--- config.mk ---
export PLATFORM = sky130hd
export DESIGN_NAME = demux_router
export DESIGN_NICKNAME = d
export VERILOG_FILES = /design/src/rtl/demux_router_pkg.sv /design/src/rtl/demux_onehot_dec.sv /design/src/rtl/demux_router.sv
export SDC_FILE = /design/constraint.sdc
export NUM_CORES = 1
export LEC_CHECK = 0
export CAP_MARGIN = 15
export CORE_MARGIN = 1
export CORE_UTILIZATION = 35
export DETAILED_ROUTE_END_ITERATION = 6
export PLACE_DENSITY_LB_ADDON = 0.08
export SLEW_MARGIN = 20
export SYNTH_ARGS = -nofsm -noshare
export SYNTH_HDL_FRONTEND = slang
export SYNTH_SLANG_ARGS = --single-unit
--- constraint.sdc ---
create_clock -name clk -period 3.9 [get_ports clk]
set_input_delay 0.585 -clock clk [delete_from_list [all_inputs] [get_ports clk]]
set_output_delay 0.585 -clock clk [all_outputs]
set_load 0.1 [all_outputs]
--- src/rtl/demux_router_pkg.sv ---
`default_nettype none
// ============================================================================
//  Module   : demux_router_pkg
//  Brief    : Shared constants and helpers for the demux_router slice:
//             legal parameter ranges, channel one-hot encoding and
//             round-robin pointer wrap.
//  Revision : 1.0  initial release
// ============================================================================
package demux_router_pkg;

    // Legal parameter ranges for the router.
    localparam int unsigned c_NUM_CH_MIN = 2;
    localparam int unsigned c_NUM_CH_MAX = 32;
    localparam int unsigned c_WIDTH_MIN  = 1;
    localparam int unsigned c_WIDTH_MAX  = 32;

    // One-hot vector for a channel index, sized for the largest channel count.
    function automatic logic [31:0] onehot_vec(input logic [4:0] idx);
        logic [31:0] v;
        v      = '0;
        v[idx] = 1'b1;
        return v;
    endfunction

    // Next round-robin pointer: steps by one and wraps from num_ch-1 to 0.
    function automatic logic [4:0] rr_wrap(input logic [4:0] ptr, input logic [5:0] num_ch);
        if ({1'b0, ptr} >= (num_ch - 6'd1)) begin
            return 5'd0;
        end
        return ptr + 5'd1;
    endfunction

endpackage
`default_nettype wire

--- src/rtl/demux_onehot_dec.sv ---
`default_nettype none
// ============================================================================
//  Module   : demux_onehot_dec
//  Brief    : Index-to-one-hot decoder with enable. An index at or above
//             NUM_CH, or a low enable, yields an all-zero vector, so the
//             output doubles as "write accepted" when OR-reduced.
//  Revision : 1.0  initial release
// ============================================================================
module demux_onehot_dec
    import demux_router_pkg::*;
#(
    parameter int NUM_CH = 8,
    parameter int SEL_W  = 3
) (
    input  logic [SEL_W-1:0]  i_idx,
    input  logic              i_en,
    output logic [NUM_CH-1:0] o_onehot
);

    logic [31:0] w_full;
    logic        w_in_range;

    // Decode the index and suppress it when disabled or out of range.
    always_comb begin
        w_full     = onehot_vec(5'(i_idx));
        w_in_range = ({1'b0, i_idx} < (SEL_W + 1)'(NUM_CH));
        o_onehot   = (i_en && w_in_range) ? w_full[NUM_CH-1:0] : '0;
    end

    // Bits above the channel count are never routed anywhere.
    if (NUM_CH < 32) begin : g_spare
        logic w_unused_hi;
        assign w_unused_hi = ^w_full[31:NUM_CH];
    end

endmodule
`default_nettype wire

--- src/rtl/demux_router.sv ---
`default_nettype none
// ============================================================================
//  Module   : demux_router
//  Brief    : Registered 1-to-NUM_CH demultiplexer feeding the ADSR envelope
//             bank. Routes each accepted WIDTH-bit write to one channel,
//             chosen by explicit select or a round-robin pointer, with a
//             one-cycle strobe and hold/clear handling of the other channels.
//  Config   : DEMUX_ROUTER_SEL_ERR_EN adds the sticky sel_err output.
//  Revision : 1.0  initial release
// ============================================================================
module demux_router
    import demux_router_pkg::*;
#(
    parameter  int NUM_CH = 8,
    parameter  int WIDTH  = 1,
    localparam int SEL_W  = $clog2(NUM_CH)
) (
    input  logic                    clk,
    input  logic                    rst,
    input  logic                    in_valid,
    input  logic [WIDTH-1:0]        in_data,
    input  logic [SEL_W-1:0]        sel,
    input  logic                    rr_en,
    input  logic                    hold_en,
    input  logic                    clr,
`ifdef DEMUX_ROUTER_SEL_ERR_EN
    output logic                    sel_err,
`endif
    output logic [NUM_CH*WIDTH-1:0] out_data,
    output logic [NUM_CH-1:0]       out_strb,
    output logic [SEL_W-1:0]        rr_ptr
);

    logic [SEL_W-1:0]  w_target;
    logic              w_wr_req;
    logic [NUM_CH-1:0] w_wr_onehot;
    logic              w_accept;
    logic [SEL_W-1:0]  r_rr_ptr;
    logic [NUM_CH-1:0] r_strb;

    // clr blocks the write so a same-cycle request never reaches a channel.
    assign w_target = rr_en ? r_rr_ptr : sel;
    assign w_wr_req = in_valid & ~clr;
    assign w_accept = |w_wr_onehot;

    // One decoder drives both the channel write enables and the strobe.
    demux_onehot_dec #(
        .NUM_CH (NUM_CH),
        .SEL_W  (SEL_W)
    ) u_dec (
        .i_idx    (w_target),
        .i_en     (w_wr_req),
        .o_onehot (w_wr_onehot)
    );

    // Strobe marks the channel written on the previous edge, else zero.
    always_ff @(posedge clk) begin
        if (rst || clr) begin
            r_strb <= '0;
        end else begin
            r_strb <= w_wr_onehot;
        end
    end

    // Round-robin pointer advances only on accepted round-robin writes.
    always_ff @(posedge clk) begin
        if (rst || clr) begin
            r_rr_ptr <= '0;
        end else if (w_accept && rr_en) begin
            r_rr_ptr <= SEL_W'(rr_wrap(5'(r_rr_ptr), 6'(NUM_CH)));
        end
    end

    for (genvar k = 0; k < NUM_CH; k++) begin : g_ch
        logic [WIDTH-1:0] r_data;

        // Target loads the sample; others hold or zero according to hold_en.
        always_ff @(posedge clk) begin
            if (rst || clr) begin
                r_data <= '0;
            end else if (w_accept) begin
                if (w_wr_onehot[k]) begin
                    r_data <= in_data;
                end else if (!hold_en) begin
                    r_data <= '0;
                end
            end
        end

        assign out_data[k*WIDTH +: WIDTH] = r_data;
    end

`ifdef DEMUX_ROUTER_SEL_ERR_EN
    logic r_sel_err;

    // Sticky flag for explicit selects beyond the last channel; only rst clears it.
    always_ff @(posedge clk) begin
        if (rst) begin
            r_sel_err <= 1'b0;
        end else if (in_valid && !clr && !rr_en &&
                     ({1'b0, sel} >= (SEL_W + 1)'(NUM_CH))) begin
            r_sel_err <= 1'b1;
        end
    end

    assign sel_err = r_sel_err;
`endif

    assign out_strb = r_strb;
    assign rr_ptr   = r_rr_ptr;

endmodule
`default_nettype wire

Word level (Yosys, flattened, before mapping)
Cells that the tools add are included.
{"block": "classes", "n_bitwise": 2, "add_sub_neg": 1, "n_eq_ne": 8, "mux": 18, "n_reduce_logical": 12, "magnitude_cmp": 3}
{"op": "2-bit by 1-bit != test with 1-bit output (second input constant)", "n": 8}
{"op": "2-bit AND reduction", "n": 8}
{"op": "1-bit two-way mux", "n": 13}
{"op": "3-bit two-way mux", "n": 3}
{"op": "8-bit two-way mux", "n": 1}
{"op": "8-bit OR reduction", "n": 1}
{"op": "3-bit by 6-bit less-than comparator with 1-bit output (second input constant)", "n": 1}
{"op": "3-bit by 1-bit adder with 3-bit output (second input constant)", "n": 1}
{"op": "1-bit demux with 3-bit select", "n": 1}
{"op": "3-bit by 1-bit >= comparator with 1-bit output (second input constant)", "n": 1}
{"op": "3-bit >= comparator (second input constant)", "n": 1}
{"op": "1-bit logical AND", "n": 2}
{"op": "1-bit AND", "n": 1}
{"op": "1-bit logical OR", "n": 1}
{"op": "1-bit NOT", "n": 1}
{"block": "word_totals", "wordCells": 54, "out_inout_bits": 19, "register_bits": 19}

Logic depth before layout (Yosys ltp)
Gate-level depths: netlist of the first run.
{"block": "logic_depth", "word_depth": 11, "depth_mapped": 5, "mapped_depth_nobuf": 5}

Cells and area by module
Synthesis of the first run repeated with hierarchy kept, for this count alone.
{"block": "hier_totals", "cells_unflattened": 108, "hier_area_um2": 991.0}
{"mod": "demux_router", "n_inst": 1, "area_each_um2": 894.6, "cells_each": 100}
{"mod": "demux_onehot_dec", "n_inst": 1, "area_each_um2": 96.3, "cells_each": 8}

Worst setup path before layout of the first run
Ideal clock, no wire load.
{"block": "synth_timing", "path_kind": "reg2reg", "from": "reg r_rr_ptr[1], in the netlist rr_ptr[1]", "to": "reg r_rr_ptr[2], in the netlist rr_ptr[2]", "path_stages_with_launch": 6, "arrival_ps": 1894, "period_less_slack_ps": 2014, "n_path_buf": 0, "required_time_ps": 3780, "setup_ps": 120, "slack_ps": 1886, "path_cell_list": "dfxtp_1 -> ha_1 -> ha_1 -> and4b_1 -> a22oi_1 -> nor3_1"}
{"block": "synth_between", "elab_chain_cells": 8, "elab_cells_between_ends": 15}
{"element": "start, declared", "line_no": "demux_router.sv:38", "source": "logic [SEL_W-1:0] r_rr_ptr;"}
{"element": "start signal, assigned", "line_no": "demux_router.sv:70", "source": "r_rr_ptr <= SEL_W'(rr_wrap(5'(r_rr_ptr), 6'(NUM_CH)));"}
{"element": "3-bit two-way mux", "line_no": "demux_router.sv:42", "source": "assign w_target = rr_en ? r_rr_ptr : sel;"}
{"element": "3-bit by 6-bit less-than comparator with 1-bit output (not written as such) or 3-bit by 1-bit >= comparator with 1-bit output (tied branches)", "line_no": "demux_router_pkg.sv:21", "source": "v[idx] = 1'b1;"}
{"element": "1-bit logical AND (not written as such)", "line_no": "demux_router_pkg.sv:21"}
{"element": "1-bit two-way mux (not written as such)", "line_no": "demux_router_pkg.sv:21"}
{"element": "1-bit demux with 3-bit select"}
{"element": "8-bit two-way mux", "line_no": "demux_onehot_dec.sv:27", "source": "o_onehot = (i_en && w_in_range) ? w_full[NUM_CH-1:0] : '0;"}
{"element": "8-bit OR reduction", "line_no": "demux_router.sv:44", "source": "assign w_accept = |w_wr_onehot;"}
{"element": "1-bit logical AND", "line_no": "demux_router.sv:69", "source": "end else if (w_accept && rr_en) begin"}
Parallel ways exist; a longest one is shown, timed or not. The select of a mux whose other input is x is not followed.
A chain may end at the register's enable or synchronous reset.

Worst setup path in the final report of the first run
{"block": "layout_timing", "from": "reg r_rr_ptr[1], in the netlist rr_ptr[1]", "to": "out rr_ptr[1]"}
{"element": "end, declared", "line_no": "demux_router.sv:31", "source": "output logic [SEL_W-1:0] rr_ptr"}
No word-level cell between the ends.

==> results by stage, run 1 <==
Timing:
- The final hold slack is 478 ps.
- Across the routed clock network, the largest skew measured is 7.95 ps.
- The count of final max-slew check failures is 0.
- Setup repair after global routing left no endpoint under its margin.
- Summed over all failing endpoints, the final setup total negative slack is 0 ps.
- The remaining max-slew budget at the tightest pin is 35.0%.
- Based on the critical path, the design can be clocked at up to 390 MHz.
- The routed design could run at a clock period as short as 2570 ps.
- The total of endpoints with negative setup slack in the final report is 0.
- The final count of hold timing violations is 0.
- The fraction of the cycle the final worst path needs is 65.8%.
- At the pin with the least slew margin, the transition time is 972 ps.

Critical path:
- STA puts the critical path data required time at 3310 ps.
- The largest driver fanout on the critical path is 8.
- Traced cell by cell, the critical path runs through clkdlybuf4s50_1.
- The kind of cell adding the most delay to the critical path is buffers and inverters.
- The arrival time reported for the critical path endpoint is 1980 ps.
- The slowest cell on the critical path is clkdlybuf4s50_1.
- The kind of start point of the critical path is a flip-flop.
- The number of buffers and inverters on the critical path is 1.
- The category of the critical setup timing path is flip-flop to output pin.
- For this run, the slowest stage of the critical path takes 1190 ps.
- The sort of element at the end of the critical path is an output pin.

Cells and area:
- Once layout is complete, the cells apart from fillers number 146.
- The count of antenna diodes in the layout is 0.
- The fraction of layout cells with a size suffix above 1 is 10.3%.
- At the end of the flow, the number of nets in the layout was 129.
- The layout has 238 filler cells.
- Across the whole layout, storage elements account for 380 um^2.
- For this run, the share of the core covered by cells in the final layout is 48.2%.
- In the final layout, the multi-input gates occupy 479 um^2.
- From synthesis to final layout, the design area changed by 29.4%.

Route:
- For this run, the detailed router's first-pass iteration total came to 4.
- The starting DRC count in detailed routing is 21.
- In the routed design, unresolved DRC markers number 0.
- The routed wire length is 1850 um.
- The number of vias per cell after detailed routing is 5.05.
- The remaining antenna violation count is 0.
- The detailed router placed 738 vias in this run.
- After detailed routing, the average wire length per cell comes to 12.7 um.

Placement:
- At the end of routability-driven placement, the weighted congestion stood at 0.729.
- Including well taps, the total number of placed cells is 142.
- The post-DP HPWL is 1400 um.
- The total of buffers placed on input and output ports is 28.

Power:
- Cell internal power was estimated by the tool at 0.254 mW.
- The switching power share of the total is 26.9%.
- The share of total power in the clock network is 28.6%.
- In this run, flip-flops and latches consume 56.7% of the power.
- The reported net switching power is 0.0933 mW.
- In this run, the combinational gates consume 14.7% of the power.
- The worst vdd rail ir drop is 0.000184 V.
- In this run the static leakage power is 0.475 nW.
- Power spread over the standard cell area amounts to 288 mW/mm^2.

Die:
- The floorplan step defined a core boundary enclosing 0.00250 mm^2.
- The floorplan has 18 rows.
- 29 I/O pins were placed.
- The width of the die is 53.6 um.
- The starting density of the core is 37.2%.
- The die is 53.6 um tall.
- The floorplan step defined a die boundary enclosing 0.00287 mm^2.

Clocking:
- The number of clock sinks seen by CTS is 19.
- The number of CTS-inserted buffers is 3.
- For the worst-skew pair, the clock arrives at the later sink with an insertion delay of 300 ps.
- The clock-pin slew reported for the worst setup and hold paths after clock tree synthesis is 110 ps.
- In this run the deepest clock path goes through 2 buffers.
- The deepest level of the CTS H-tree is 1.
- For this design, the CTS-stage hold fixing added 0 buffers.
- The CTS tree is yes.
- Post-CTS repair changed the size of 0 cells.
- The post-CTS setup buffer count is 0.
- The root cell of the clock tree is clkbuf_4.

Logic synthesis:
- Counting distinct cell types in the post-synthesis netlist gives 24.
- Synthesis inferred 19 register bits.
- The netlist area before placement is 931 um^2.
- The commonest cells after synthesis are dfxtp_1, nor2_1, mux2i_1.
- The count of yosys warnings during synthesis is 0.
- Yosys attributes the largest share of cell area to dfxtp_1, mux2i_1, buf_4.
- The number of enable flip-flop cells after synthesis is 0.
- In this run the mean area of a mapped cell was 9.90 um^2.
- In the synthesized netlist the dominant register cell turns out to be dfxtp_1.
- The most common cell in the synthesized netlist is dfxtp_1.
- The synthesized design devotes to its leading area cell type 40.9% of total area.
- The sequential-to-total area share from yosys stat is 40.9%.
- Counting every net in the synthesized netlist gives 106.
- Synthesis produced 94 cells.
- The largest total area in the synthesized netlist belongs to dfxtp_1.
- In the synthesized netlist the async set-or-reset flop fraction comes to 0%.

Global route:
- The overall track demand over capacity in global routing is 15.6%.
- The first global-routing pass estimated 3130 um of wire.
- The global route total overflow is 0.
- The via count of the first global-routing pass came to 675.
- The number of antenna violations at the first check in global routing was 0.
- The maximum number of pins on one net before global-route repair is 13.

Outcome:
- The flow ran to the end, and the final reports show no timing, DRC or antenna violations.

Worst hold path:
- In this run the worst hold path is classified as flip-flop to flip-flop.

Run:
- Max-cap violations in this run came to 0.
-- state kept, by name, summed over array words and instances (netlist names) --
signal	count
rr_ptr	3
g_ch.r_data	8
out_strb	8
-- placed cells by master, fill, tap and decap left out --
master / Yosys / final
clkdlybuf4s50_1: 0 / 28
dfxtp_1: 19 / 19
nor2_1: 12 / 12
mux2i_1: 11 / 11
nand3_1: 10 / 10
o211ai_1: 6 / 6
nor3_1: 4 / 4
nor3b_2: 3 / 3
clkbuf_4: 0 / 3
nand2_1: 2 / 2
and3b_1: 2 / 2
a211oi_1: 2 / 2
ha_1: 2 / 2
nor2_2: 1 / 1
nand2b_1: 1 / 1
mux2_4: 1 / 1
nor2b_1: 1 / 1
nand3b_4: 1 / 1
or2b_4: 1 / 1
or3_1: 1 / 1
or3_4: 1 / 1
and2_1: 1 / 1
and4b_1: 1 / 1
a22oi_1: 1 / 1
clkinv_2: 0 / 1
-- routing by layer --
layer	vias up	wire [um]	part of all wire [%]	global-route usage, %
met3	4	86	4.6	2.82
li1	373	-	-	-
met2	20	819	44	23.1
met5	-	0	0	0
met1	341	900	49	20.9
met4	0	45	2.4	9.21
-- logic make-up (layout without fill, tap and decap cells) --
family	Yosys count	in the layout	share of synthesized area (%)
buf+inv	10	32	7.66
compound gates	9	9	7.26
mux	12	12	13.4
flops	19	19	40.9
simple gates	42	42	28.1
fa+ha+maj	2	2	2.69
-- power by group through the flow --
stage	registers, mW	logic (mW)	clock network [mW]
after floorplan	0.210	0.0233	0
after global routing	0.197	0.0547	0.115
after detailed placement	0.201	0.0510	0
final	0.197	0.0510	0.0992
after CTS	0.197	0.0512	0.106
after global placement	0.201	0.0509	0
-- path summary, 6_finish.rpt --
check,startpoint,to,slack (ps),cells after the start
worst min register to register,g_ch[3].r_data,g_ch[3].r_data,480,2
worst min-delay path,g_ch[3].r_data,g_ch[3].r_data,480,2
worst max-delay path,rr_ptr[1],rr_ptr[1],1330,1
worst max register to register,rr_ptr[1],rr_ptr[2],2490,5
-- stage by stage --
stage / power [mW] / setup slack [ps] / instance area [um^2]
final: 0.347 / 1330 / 1200
after global routing: 0.367 / 1250 / 1200
after floorplan: 0.233 / 1890 / 931
after detailed placement: 0.252 / 1630 / 1180
after CTS: 0.354 / 1300 / 1200
after global placement: 0.252 / 1670 / 1180
-- final cells by class --
type                    count  area share, %
clock buffers               3           1.87
clock inverters             1          0.415
multi-input cells          65           39.8
flip-flops and latches     19           31.6
well taps                  30           3.12
repair buffers             28           23.3
Note: power is estimated with default switching activity, not from simulation.
==> run 2: changes to the inputs <==
==> constraint.sdc (replaced) <==
create_clock -name clk -period 2.3 [get_ports clk]
set_input_delay 0.345 -clock clk [delete_from_list [all_inputs] [get_ports clk]]
set_output_delay 0.345 -clock clk [all_outputs]
set_load 0.1 [all_outputs]
==> results by stage, run 2 (synthesized netlist as in run 1, its figures left out) <==
Cells and area:
- The count of antenna diodes in the layout is 0 (unchanged).
- The fraction of layout cells with a size suffix above 1 came to 26.5% (+16 points).
- The final instance area is 0.00116 mm^2 (-3.4%).
- The top cell types in the final layout, fill and taps aside, are buf_4, dfxtp_1, nor2_1.
- The leading cell type in the layout, fill and taps excluded is buf_4.
- The fraction of the core area covered by cells at the end of the flow is 46.5% (-1.7 points).
- The count of non-filler cells in the finished layout is 147 (+0.68%).
- Relative to the synthesized area, the layout overhead comes to 25.0%.
- The final net count is 130 (+0.78%).

Timing:
- The fraction of the cycle the final worst path needs is 74.1%.
- The final count of hold timing violations came to 0 (unchanged).
- The count of final max-slew check failures is 0 (unchanged).
- Setup repair after global routing left no endpoint under its margin.
- The setup total negative slack is 0 ps (unchanged).
- The total of endpoints with negative setup slack in the final report is 0 (unchanged).
- The setup clock skew after layout was 4.92 ps (-3.03 ps).
- The pin slew with the least headroom to its limit was 425 ps (-547 ps).
- The remaining max-slew budget at the tightest pin is 70.8% (+36 points).
- The smallest clock period supported by the final layout is computed as 1700 ps.
- Static timing analysis puts the maximum clock frequency at 587 MHz.

Power:
- The worst vdd rail ir drop is 0.000238 V (+29%).
- The total power of the final layout is 0.591 mW (+70%).
- The power per cell area is 508 mW/mm^2 (+76%).
- The static leakage is 0.516 nW (+8.7%).

Global route:
- The maximum number of pins on one net before global-route repair is 13 (unchanged).
- The number of antenna violations at the first check in global routing was 0 (unchanged).
- The global route total overflow is 0 (unchanged).
- The first-pass GRT wire length came to 3030 um (-3.1%).
- The overall track demand over capacity in global routing came to 15.0% (-0.58 points).
- The via count of the first global-routing pass is 656 (-2.8%).

Placement:
- The total instance count after detailed placement was 143 (+0.70%).
- The post-DP HPWL is 1450 um (+3.9%).
- The routability congestion estimate came to 0.761 (+4.4%).
- The placed cell area is 0.00114 mm^2 (-3.4%).
- The total of buffers placed on input and output ports is 28 (unchanged).

Critical path:
- The startpoint of the most critical register-to-register path is rr_ptr[1].
- The arrival time reported for the critical path endpoint is 1890 ps (-90 ps).
- The reg2reg setup slack came to 870 ps (-1620 ps).
- The depth of the worst register-to-register path is 5 (unchanged).
- The sort of element at the end of the critical path is a flip-flop.
- The worst register-to-register path ends at rr_ptr[2].
- The largest driver fanout on the critical path came to 12 (+4).
- The critical path is of the primary input to flip-flop type.
- The critical path data required time is 2490 ps (-820 ps).
- The kind of start point of the critical path is a primary input.

Die:
- The core area came to 0.00250 mm^2 (unchanged).
- The width of the die is 53.6 um (unchanged).
- The starting density of the core is 37.2% (unchanged).
- The number of core rows is 18 (unchanged).
- The y dimension of the die came to 53.6 um (unchanged).
- The die area is 0.00287 mm^2 (unchanged).
- The I/O pin count is 29 (unchanged).

Route:
- The detailed-router iteration count before antenna repair is 4 (unchanged).
- The routed wire length came to 1890 um (+1.9%).
- The number of remaining DRC errors is 0 (unchanged).
- The number of vias per cell after detailed routing is 5.14 (+1.6%).
- The wire length per cell is 12.8 um (+1.3%).
- The number of vias in the routed layout is 755 (+2.3%).
- The remaining antenna violation count is 0 (unchanged).
- The starting DRC count in detailed routing is 10 (-52%).

Clocking:
- The clock latency on the worst-skew pair was 300 ps (about the same).
- The cts-stage hold buffer count is 0 (unchanged).
- The number of CTS-inserted buffers is 3 (unchanged).
- The maximum clock insertion buffer count is 2 (unchanged).
- The deepest level of the CTS H-tree is 1 (unchanged).
- The post-CTS setup buffer count was 0 (unchanged).
- In this run the clock root is driven by a clkbuf_4.
- The number of clock sinks seen by CTS came to 19 (unchanged).
- The number of cells upsized or downsized after cts is 0 (unchanged).
- The clock-pin slew reported for the worst setup and hold paths after clock tree synthesis is 110 ps (about the same).
- The CTS tree is yes.

Run:
- The number of maximum-capacitance constraint violations is 0 (unchanged).

Worst hold path:
- The worst min-delay path category is flip-flop to flip-flop.
- The terminating pin of the worst hold path is g_ch[7].r_data.
- The source of the worst hold timing path is g_ch[7].r_data.
- The worst hold path depth is 2 (unchanged).

Outcome:
- The run finished with clean final reports.
run 2: final cells by class:
cell class                 count  area [um^2]
timing repair buffer          29          240
clock buffer                   4         26.3
tap                           30         37.5
sequential                    19          380
multi-input combinational     65          479
fill                         261         1340
run 2: through the flow:
stage / hold WS [ps] / setup WS, ps
2_1_floorplan: 422 / 286
3_3_place_gp: 463 / 303
3_5_place_dp: 466 / 278
4_1_cts: 489 / 605
5_1_grt: 505 / 525
6_report: 483 / 596
run 2: how the worst max path moves through the flow:
stage / start / end / slack (ps) / depth (start not counted)
after floorplan: rr_ptr[1] / rr_ptr[2] / 290 / 5
after global placement: rr_en / out_strb[6] / 300 / 4
after detailed placement: rr_en / g_ch[4].r_data / 280 / 4
after CTS: rr_en / out_strb[2] / 610 / 4
after global routing: rr_en / g_ch[6].r_data / 530 / 4
final: rr_en / g_ch[0].r_data / 600 / 4
run 2: metal layers:
layer	share of wire [%]	GRT usage, %	wire length, um	vias up
li1	-	-	-	378
met1	48	18.6	900	351
met2	45	23.8	855	21
met3	4.8	3.67	91	5
met4	2.1	7.89	40	0
met5	0	0	0	-
run 2: report_power, final:
part	total (mW)	leakage (nW)	switching [mW]	internal, mW
combinational	0.0865	0.348	0.0526	0.0339
clock	0.171	0.0150	0.103	0.0675
sequential	0.334	0.153	0.00207	0.332
total	0.591	0.516	0.158	0.433
run 2: worst max-delay path, cell delays in order:
cell	delay [ps]
clkdlybuf4s50_1	730
mux2i_1	470
o211ai_1	200
mux2i_1	150
==> patch 1 (settings of run 1) <==
`NUM_CH` is set to 8 in 2 places; all go to 16.
--- a/src/rtl/demux_onehot_dec.sv
+++ b/src/rtl/demux_onehot_dec.sv
@@ -11,3 +11,3 @@
 #(
-    parameter int NUM_CH = 8,
+    parameter int NUM_CH = 16,
     parameter int SEL_W  = 3
--- a/src/rtl/demux_router.sv
+++ b/src/rtl/demux_router.sv
@@ -13,3 +13,3 @@
 #(
-    parameter  int NUM_CH = 8,
+    parameter  int NUM_CH = 16,
     parameter  int WIDTH  = 1,
Ports: changed (resized out_data, out_strb, rr_ptr and sel); port bits go from 29 to 47. No check against the original RTL was run, so the function may have changed too.
==> patch 1 against run 1 <==
  * Worst setup slack got worse by 240 ps
  * Synthesized cell count grew 100%
  * Critical path depth is the same
  * Wire length is 130% higher
  * Sequential cell count grew 17
  * Power is 100% higher
  * Design area increased by 85%
  * Area after synthesis is 90% higher
==> patch 1: results <==
set metrics [dict create \
    status "complete, no violations" \
    drtIter0Drc 66 \
    cp_slowest_cell "clkdlybuf4s50_1" \
    clkLatencyLatePin_ps 290 \
    r2r_slack_ps 2320 \
    cts_buffers 5 \
    cts_setup_buffers 0 \
    holdWs_ps 474 \
    first_pass_iters 4 \
    clk_pin_slew_ps 70 \
    cts_root_buf "clkbuf_8" \
    hpwl_mm 3.09 \
    fin_nets 226 \
    ys_top_cells_by_count "dfxtp_1, mux2i_1, nand3_1, nor2_1, buf_4" \
    slowest_delay_ps 1240 \
    routedWlPerCell_um 15.1 \
    vias 1481 \
    grt_max_degree 21 \
    hold_path_end "g_ch[13].r_data" \
    portBuffers 46 \
    crit_path_max_fanout 18 \
    min_path_cells 2 \
    hold_path.class "reg -> reg" \
    ys_warn_count 0 \
    grt_util_all_layers_pct 17.2 \
    synth-seq-area-share_pct 40.8 \
    place_congestion 0.838 \
    diodes 0 \
    crit-reg2reg-capture "out_strb[5]" \
    antenna_found_initial 0 \
    slew_headroom_pct 33.9 \
    ir_drop_v 0.000137 \
    drive_gt1_share_pct 5.58 \
    grt_pass1_vias 1424 \
    n_fill_cell 498 \
    reg2reg_from "rr_ptr[2]" \
    worst_clock_skew_ps 5.36 \
    reg2reg_depth 3 \
    grt_first_pass_wirelength_mm 6.92 \
    min_from "g_ch[13].r_data" \
    cpLargestDelayFamily "buffers and inverters" \
    cts_max_level 2 \
    synth_fp_nets 202 \
    synth.area.top_cells "dfxtp_1, mux2i_1, buf_4" \
    cts_resized 0 \
    yosysUniqueCellTypes 40 \
    p_leak_nw 0.754 \
    async_reset_ff_share_pct 0 \
]
patch 1: changes by cell type in the layout (fill, tap and decap cells not counted), moves of 4 or more:
| cell | run 1 | this run |
|---|---|---|
| dfxtp_1 | 19 | 36 |
| nor3b_1 | 0 | 4 |
| mux2i_1 | 11 | 18 |
| nand4bb_1 | 0 | 4 |
| o21ai_0 | 0 | 4 |
| o22ai_1 | 0 | 9 |
| nand3_1 | 10 | 18 |
| nor2_1 | 12 | 18 |
| a2bb2oi_1 | 0 | 4 |
| clkdlybuf4s50_1 | 28 | 46 |
| o211ai_1 | 6 | 0 |
| clkbuf_8 | 0 | 6 |
patch 1: worst max-delay path by stage:
stage / startpoint / end / depth (start not counted)
6_report: rr_ptr[0] / rr_ptr[0] / 1
5_1_grt: rr_ptr[0] / rr_ptr[0] / 1
4_1_cts: rr_ptr[0] / rr_ptr[0] / 1
3_5_place_dp: rr_en / out_strb[5] / 4
3_3_place_gp: rr_ptr[0] / rr_ptr[0] / 1
2_1_floorplan: rr_ptr[3] / g_ch[12].r_data / 4
patch 1: area by class of cell:
class	instances	share of cell area (%)
tap	67	3.76
timing repair buffer	47	21.0
sequential	36	32.3
multi-input combinational	124	38.7
clock inverter	1	0.337
clock buffer	7	3.87
patch 1: routing by layer:
layer / vias up / part of all wire (%) / GRT usage [%]
met1: 716 / 44 / 20.3
met2: 35 / 50 / 30.0
met5: - / 0 / 0
met3: 8 / 3.9 / 4.56
met4: 0 / 1.6 / 5.88
li1: 722 / - / -
patch 1: per-stage QoR:
step                instances  setup WS, ps  cell area, um2  utilization [%]
detailed placement        274          1410            2130             44.6
floorplan                 190          1890            1770                -
finish                    282          1090            2230             46.6
global placement          274          1430            2130             44.6
CTS                       282          1110            2230             46.6
global route              282          1040            2230             46.6
patch 1: report_power, final:
part	internal, mW	switching [mW]
sequential	0.369	0.00170
clock	0.143	0.128
combinational	0.0237	0.0409
total	0.536	0.171
patch 1: worst reg2reg max path, stage by stage, from the launching register on:
cell      delay, ps
dfxtp_1         600
nand3b_1        300
a211o_1         400
o21ba_1         230
patch 1: kinds of logic (layout without fill, tap and decap cells):
kind of cell             after synthesis  in the layout  synth area share [%]
AO/OA/AOI/OAI                         28             28                  11.2
multiplexers                          18             18                  10.2
buffers and inverters                 30             55                  10.3
flip-flops                            36             36                  40.8
adder cells (fa/ha/maj)                1              1                 0.709
AND/OR/NAND/NOR                       76             76                  26.2
XOR/XNOR                               1              1                 0.496
==> patch 2 (flow settings as in run 1) <==
Without the edit above. Add an input register stage for `in_data` and `hold_en`, without a reset; this delays them by one clock. The other inputs are not delayed to match.
--- a/src/rtl/demux_router.sv
+++ b/src/rtl/demux_router.sv
@@ -32,2 +32,10 @@
 );
+
+    logic [WIDTH-1:0] in_data_q;
+    logic hold_en_q;
+
+    always_ff @(posedge clk) begin
+        in_data_q <= in_data;
+        hold_en_q <= hold_en;
+    end
 
@@ -82,4 +90,4 @@
                 if (w_wr_onehot[k]) begin
-                    r_data <= in_data;
-                end else if (!hold_en) begin
+                    r_data <= in_data_q;
+                end else if (!hold_en_q) begin
                     r_data <= '0;
Formal check against the unedited RTL: not equivalent (Yosys sat finds a counterexample within 4 cycles, from zero or initial values).
==> patch 2 against run 1 <==
  * Design area up 3.3%
  * Sequential power increased by 11%
  * Sequential cell count grew 2
  * Wire length grew 1.4%
  * Area after synthesis increased by 4.3%
  * Worst setup slack worse by 6.3 ps
  * Clock power rose by 6%
  * Power up 8.1%
  * Die area rose by 4.1%
  * Worst hold slack improved by 2.1 ps
  * Critical endpoint is now rr_ptr[2]
==> patch 2: results <==
set metrics [dict create \
    status "complete, no violations" \
    clk_path_buf_depth 2 \
    grt_pass1_vias 647 \
    syn_inst 96 \
    dpl.cell_count 144 \
    wl_mm 1.88 \
    diodes 0 \
    slew_headroom_pct 34.1 \
    drtIter0Drc 7 \
    reg2reg_depth 5 \
    synth.area.top_cells "dfxtp_1, mux2i_1, buf_4" \
    hpwl_mm 1.44 \
    r2r_slack_ps 2510 \
    cts_setup_buffers 0 \
    vias 750 \
    place_congestion 0.739 \
    clk_pin_slew_ps 120 \
    startpoint "rr_ptr[2]" \
    ys_warn_count 0 \
    holdWs_ps 480 \
    grt_util_all_layers_pct 14.7 \
    p_leak_nw 0.492 \
    ir_drop_v 0.000206 \
    first_pass_iters 4 \
    synth_fp_nets 108 \
    critPathCapture "rr_ptr[2]" \
    portBuffers 28 \
    synth-seq-area-share_pct 43.3 \
    cts_buffers 3 \
    fin_nets 131 \
    reg2reg_from "rr_ptr[1]" \
    ys_top_cells_by_count "dfxtp_1, nor2_1, mux2i_1, nand3_1, buf_4" \
    grt_first_pass_wirelength_mm 2.97 \
    layout.cells.non_filler 148 \
    crit-reg2reg-capture "rr_ptr[2]" \
    cp_data_arrival_time_ps 1990 \
    async_reset_ff_share_pct 0 \
    cpLargestDelayFamily "buffers and inverters" \
    grt_max_degree 13 \
    worst_clock_skew_ps 2.14 \
    drive_gt1_share_pct 10.2 \
    yosysUniqueCellTypes 24 \
    cts_root_buf "clkbuf_4" \
    slowest_delay_ps 1190 \
]
==> patch 2: changes by cell type in the layout (fill, tap and decap cells not counted), sizes merged <==
cell / delta
dfxtp: +2
==> patch 2: power breakdown <==
group / total (mW) / internal, mW / switching, mW
combinational: 0.0509 / 0.0199 / 0.0310
clock: 0.105 / 0.0383 / 0.0672
sequential: 0.218 / 0.217 / 0.00139
total: 0.375 / 0.275 / 0.0996
==> patch 2: metal layers <==
| metal | part of all wire [%] | global-route usage (%) | up-vias |
|---|---|---|---|
| met2 | 46 | 22.9 | 22 |
| met4 | 0.53 | 3.85 | 0 |
| met3 | 6.7 | 6.39 | 2 |
| met5 | 0 | 0 | - |
| li1 | - | - | 380 |
| met1 | 46 | 18.2 | 346 |
==> patch 2: kinds of logic after synthesis <==
| group | Yosys count | synth area share [%] |
|---|---|---|
| simple gates | 42 | 26.9 |
| flops | 21 | 43.3 |
| mux | 12 | 12.9 |
| buf+inv | 10 | 7.34 |
| compound gates | 9 | 6.96 |
| fa+ha+maj | 2 | 2.58 |
==> patch 2: worst min-delay path by stage <==
stage,from,to,depth (start not counted)
final,g_ch[4].r_data,g_ch[4].r_data,2
after CTS,g_ch[4].r_data,g_ch[4].r_data,2
after global routing,g_ch[4].r_data,g_ch[4].r_data,2
after global placement,g_ch[7].r_data,g_ch[7].r_data,2
after detailed placement,g_ch[2].r_data,g_ch[2].r_data,2
after floorplan,g_ch[6].r_data,g_ch[6].r_data,2
==> patch 2: stage by stage <==
stage                     utilization [%]  cell area (um2)  worst slack [ps]
after floorplan                         -              971              1890
after global placement               47.8             1220              1680
after detailed placement             47.8             1220              1630
after CTS                            48.9             1240              1310
after global routing                 48.9             1240              1220
final                                48.9             1240              1330
==> patch 2: area by class of cell <==
cell class / instances / area (um2)
Fill cell: 254 / 1300
Tap cell: 30 / 37.5
Multi-Input combinational cell: 65 / 479
Clock buffer: 3 / 22.5
Sequential cell: 21 / 420
Timing Repair Buffer: 28 / 280
Clock inverter: 1 / 5.00
